### src/rtl/timebase_pkg.sv
// Shared constants and digit helpers for the decade timebase generator.
// Latency: n/a (package only).
// Backpressure: n/a (package only).
package timebase_pkg;

    // Width of one BCD digit and the decade counting limits.
    localparam int TB_DIGIT_W    = 4;
    localparam int TB_DECADE_MAX = 9;
    localparam int TB_HALF       = 5;

    // Legal parameter ranges of timebase_gen.
    localparam int TB_CLK_MHZ_MIN = 2;
    localparam int TB_CLK_MHZ_MAX = 126;
    localparam int TB_STAGES_MIN  = 2;
    localparam int TB_STAGES_MAX  = 10;

    typedef logic [TB_DIGIT_W-1:0] digit_t;

    // Decade increment: 0..9 then back to 0.
    function automatic digit_t digit_inc(input digit_t d);
        if (d == digit_t'(TB_DECADE_MAX)) begin
            return '0;
        end
        return d + digit_t'(1);
    endfunction

endpackage

### src/rtl/decade_stage.sv
// One divide-by-ten stage: BCD counter advanced by the carry of the stage below.
// Latency: carry_out is combinational from carry_in; dcnt/sq update on the carrying edge.
// Backpressure: none; carry_in already carries the enable and clear gating.
module decade_stage
    import timebase_pkg::*;
(
    input  logic   clk,
    input  logic   rst_n,
    input  logic   clr,
    input  logic   carry_in,
    output digit_t dcnt,
    output logic   carry_out,
    output logic   sq
);

    digit_t dcnt_q, dcnt_d;
    logic   sq_q, sq_d;

    // Next count and square-wave level; sq tracks the new count so both move together.
    always_comb begin
        dcnt_d = dcnt_q;
        if (clr) begin
            dcnt_d = '0;
        end else if (carry_in) begin
            dcnt_d = digit_inc(dcnt_q);
        end
        sq_d = (dcnt_d >= digit_t'(TB_HALF));
    end

    // Stage state registers.
    always_ff @(posedge clk or negedge rst_n) begin
        if (!rst_n) begin
            dcnt_q <= '0;
            sq_q   <= 1'b0;
        end else begin
            dcnt_q <= dcnt_d;
            sq_q   <= sq_d;
        end
    end

    // Carry ripples combinationally so a full rollover ticks every stage in one cycle.
    assign carry_out = carry_in & (dcnt_q == digit_t'(TB_DECADE_MAX));
    assign dcnt      = dcnt_q;
    assign sq        = sq_q;

endmodule

### src/rtl/timebase_gen.sv
// Decade timebase: 1 MHz prescaler strobe plus cascaded /10 stages with ticks, squares and BCD.
// Latency: ticks are combinational from the counters; sq and bcd are registered, updated with the count.
// Backpressure: en low freezes everything and masks ticks; clr wins over en and masks ticks.
module timebase_gen
    import timebase_pkg::*;
#(
    parameter int CLK_FREQ_MHZ = 50,
    parameter int STAGES       = 8
) (
    input  logic                           clk,
    input  logic                           rst_n,
    input  logic                           en,
    input  logic                           clr,
    output logic [STAGES-1:0]              tick,
    output logic [STAGES-1:0]              sq,
    output logic [TB_DIGIT_W*(STAGES-1)-1:0] bcd
);

    localparam int            PW     = $clog2(CLK_FREQ_MHZ);
    localparam logic [PW-1:0] P_LAST = PW'(CLK_FREQ_MHZ - 1);
    localparam logic [PW-1:0] P_HALF = PW'(CLK_FREQ_MHZ / 2);

    logic [PW-1:0]     pcnt_q, pcnt_d;
    logic              sq0_q, sq0_d;
    logic              tick0;
    logic [STAGES-1:0] carry;

    // Prescaler next state and the 1 MHz strobe; clr has priority and suppresses the strobe.
    always_comb begin
        tick0  = en & ~clr & (pcnt_q == P_LAST);
        pcnt_d = pcnt_q;
        if (clr) begin
            pcnt_d = '0;
        end else if (en) begin
            pcnt_d = tick0 ? '0 : pcnt_q + PW'(1);
        end
        sq0_d = (pcnt_d >= P_HALF);
    end

    // Prescaler and stage-0 square-wave registers.
    always_ff @(posedge clk or negedge rst_n) begin
        if (!rst_n) begin
            pcnt_q <= '0;
            sq0_q  <= 1'b0;
        end else begin
            pcnt_q <= pcnt_d;
            sq0_q  <= sq0_d;
        end
    end

    assign carry[0] = tick0;
    assign sq[0]    = sq0_q;

    for (genvar k = 1; k < STAGES; k++) begin : g_stage
        decade_stage u_stage (
            .clk       (clk),
            .rst_n     (rst_n),
            .clr       (clr),
            .carry_in  (carry[k-1]),
            .dcnt      (bcd[TB_DIGIT_W*(k-1) +: TB_DIGIT_W]),
            .carry_out (carry[k]),
            .sq        (sq[k])
        );
    end

    assign tick = carry;

endmodule

### config.mk
export PLATFORM = sky130hd
export DESIGN_NAME = timebase_gen
export DESIGN_NICKNAME = d
export VERILOG_FILES = /design/src/rtl/timebase_pkg.sv /design/src/rtl/decade_stage.sv /design/src/rtl/timebase_gen.sv
export SDC_FILE = /design/constraint.sdc
export NUM_CORES = 1
export LEC_CHECK = 0
export ABC_CLOCK_PERIOD_IN_PS = 4700
export CORE_UTILIZATION = 57
export DETAILED_ROUTE_END_ITERATION = 16
export PLACE_DENSITY = 0.92
export SYNTH_ARGS = -nofsm -noshare
export SYNTH_HDL_FRONTEND = slang
export SYNTH_SLANG_ARGS = --single-unit
### constraint.sdc
create_clock -name clk -period 4.7 [get_ports clk]
set_clock_uncertainty 0.15 [all_clocks]
set_input_delay 0.94 -clock clk [delete_from_list [all_inputs] [get_ports clk]]
set_output_delay 0.94 -clock clk [all_outputs]
set_load 0.005 [all_outputs]
==> flow_summary.json <==
{
  "vias_per_cell": 6.03,
  "grt_pass1_wl_um": 9360,
  "dieArea_mm2": 0.00488,
  "criticalPathCategory": "primary input to output port",
  "die_w_um": 69.9,
  "wl_per_cell_um": 15.0,
  "fmax_mhz": 224,
  "ant_nets": 0,
  "yosysWarnings": 0,
  "drive_gt1_frac": 0.0890,
  "async_flop_share": 1.00,
  "r2r_setup_slack_ns": 2.00,
  "rsz0062_at_grt": "false",
  "slew_violations": 0,
  "place_congestion": 0.885,
  "ir_worst_vdd_uv": 131,
  "synth_fp_nets": 304,
  "numCtsBuffers": 5,
  "yosys_register_bits": 42,
  "groute.usage.overall": 0.242,
  "required_ns": 3.61,
  "crit_fanout": 7,
  "critPathLaunch": "en",
  "cts_tree": "built",
  "clk_pin_slew_ns": 0.08,
  "area_growth_pct": 19.0,
  "vias": 2280,
  "setup_tns_ns": 0,
  "path_cells": "clkdlybuf4s50_1, nand4b_1, or4_4, nor4_4, and3_1, clkdlybuf4s50_1",
  "drc": 0,
  "grt_max_degree": 49,
  "clk_latency_ns": 0.30,
  "period_share": 0.949,
  "total_power_uw": 676,
  "synth_edf_count": 0,
  "rows": 24,
  "ff2ff_path_depth": 7,
  "root_buffer": "clkbuf_8",
  "synth_adder_area_share": 0.00953,
  "arrival_ns": 3.37,
  "cp-endpoint": "tick[7]",
  "syn_avg_cell_area_um2": 8.81,
  "finalSetupViolations": 0,
  "slew_headroom": 0.370,
  "final-instance-count-excl-fill": 378,
  "firstDrtPassIters": 4,
  "clockBufferDepth": 2,
  "crit_path_end_kind": "output port",
  "muxShareOfSynthArea": 0.00762,
  "cp_slowest_cell": "or4_4",
  "netlist_area_mm2": 0.00263,
  "layout_setup_ws_ns": 0.241,
  "postCtsSetupBuffers": 0,
  "cts_resized": 0,
  "fin_nets": 331,
  "outcome": "completed",
  "ys_seq_area_frac": 0.400,
  "worst_slew_pin_slew_ns": 0.944,
  "synth_top_family_by_area": "simple AND/OR/NAND/NOR gates",
  "start_util": 0.599,
  "period_minus_slack_ns": 4.46,
  "antenna_found_initial": 0,
  "drv_cap": 0,
  "htree_levels": 2,
  "placed_area_mm2": 0.00301,
  "drt_iter0_drc": 193,
  "cpMostUsedCell": "clkdlybuf4s50_1",
  "postLayoutCellArea_mm2": 0.00312,
  "synthDistinctLibCells": 51,
  "final_hold_viol_count": 0,
  "cts_sinks": 42,
  "r2r_start": "pcnt_q[0]",
  "antenna_cells": 0,
  "io_buffers": 47,
  "fillCellCount": 344,
  "synthSimpleGateAreaFrac": 0.293,
  "dp.cells": 370,
  "dp_hpwl_um": 3880,
  "overflow": 0,
  "post-place-ws_ns": 0.228,
  "hp-class": "register to register",
  "rr_endpoint": "sq0_q",
  "critical_path.max_stage_delay_ns": 0.64,
  "grt_pass1_vias": 2007,
  "die_h_um": 69.9,
  "routed_wl_um": 5670,
  "cp-start-kind": "primary input",
  "ios": 48,
  "synth_cells": 298,
  "synth_flop_cell": "dfrtp_1",
  "synth_compound_area_frac": 0.155,
  "core_mm2": 0.00438,
  "power_leakage_uw": 0.00118,
  "cts-hold-fix-buffers": 0,
  "power.density_mw_per_mm2": 216,
  "synth-xor-area-share": 0.0434
}
registers in the layout, summed over array words and instances (netlist names):
register / cells
g_stage.u_stage.sq: 7
sq0_q: 1
g_stage.u_stage.dcnt: 28
pcnt_q: 6
report_power, final:
part           internal [uW]  switching [uW]
sequential               364            4.16
combinational           12.2            21.4
clock                    148             125
logic make-up (layout without fill, tap and decap cells):
logic type / Yosys count / count (layout)
muxes: 2 / 2
DFF: 42 / 42
AOI/OAI and AO/OA: 61 / 61
buffers and inverters: 46 / 74
adders and majority gates: 2 / 2
and+or+nand+nor: 132 / 132
xor gates and xnor gates: 13 / 13
synth_stat cells, types with 5 or more instances:
master	instances	area [um2]
nor2_1	27	101
a31oi_1	6	37.5
clkbuf_1	16	60.1
o21ai_0	9	45.0
buf_4	16	120
nor3_1	8	40.0
nand2_1	21	78.8
xnor2_1	9	78.8
nand4_1	11	68.8
nor2b_1	7	43.8
a21oi_1	18	90.1
inv_1	12	45.0
nand3_1	14	70.1
dfrtp_1	42	1050
nor4bb_1	5	50.1
nor4_1	10	62.6
o21a_1	5	37.5
worst min path at each step:
| stage | startpoint | end | slack, ns | depth (start not counted) |
|---|---|---|---|---|
| floorplan | pcnt_q[4] | pcnt_q[4] | 0.34 | 1 |
| global route | pcnt_q[4] | pcnt_q[4] | 0.44 | 1 |
| finish | pcnt_q[4] | pcnt_q[4] | 0.40 | 1 |
| global placement | pcnt_q[4] | pcnt_q[4] | 0.38 | 1 |
| CTS | pcnt_q[4] | pcnt_q[4] | 0.40 | 1 |
| detailed placement | pcnt_q[4] | pcnt_q[4] | 0.38 | 1 |
cell usage in the layout, fill, tap and decap left out, drive strengths merged, types with 9 or more instances in the layout:
cell           instances
o21ai                  9
inv                   12
nand2                 21
clkdlybuf4s50         46
xnor2                  9
nand3                 14
nand4                 11
dfrtp                 42
nor4                  12
nor2                  28
a21oi                 18
critical path: cells and delay by family:
kind	cells	cell delay [ns]
AND/OR/NAND/NOR	4	1.46
buffers and inverters	2	0.96
layout make-up:
cell class | count | area, um2 | share of cell area
Sequential cell | 42 | 1050 | 0.336
Multi-Input combinational cell | 210 | 1340 | 0.427
Inverter | 12 | 45.0 | 0.0144
Timing Repair Buffer | 54 | 518 | 0.166
Clock buffer | 8 | 110 | 0.0352
Tap cell | 52 | 65.1 | 0.0208
layer usage:
layer  vias up  global-route usage  wire length [um]
li1       1110                   -                 -
met1      1106               0.330              2610
met2        59               0.370              2730
met3         5              0.0606               253
met4         0              0.0956                80
met5         -                   0                 0
through the flow:
step                hold WS, ns  utilization
floorplan                 0.336            -
global placement          0.382        0.688
detailed placement        0.376        0.688
CTS                       0.397        0.713
global route              0.438        0.713
finish                    0.397        0.713
Power figures use the tool's default switching activity.
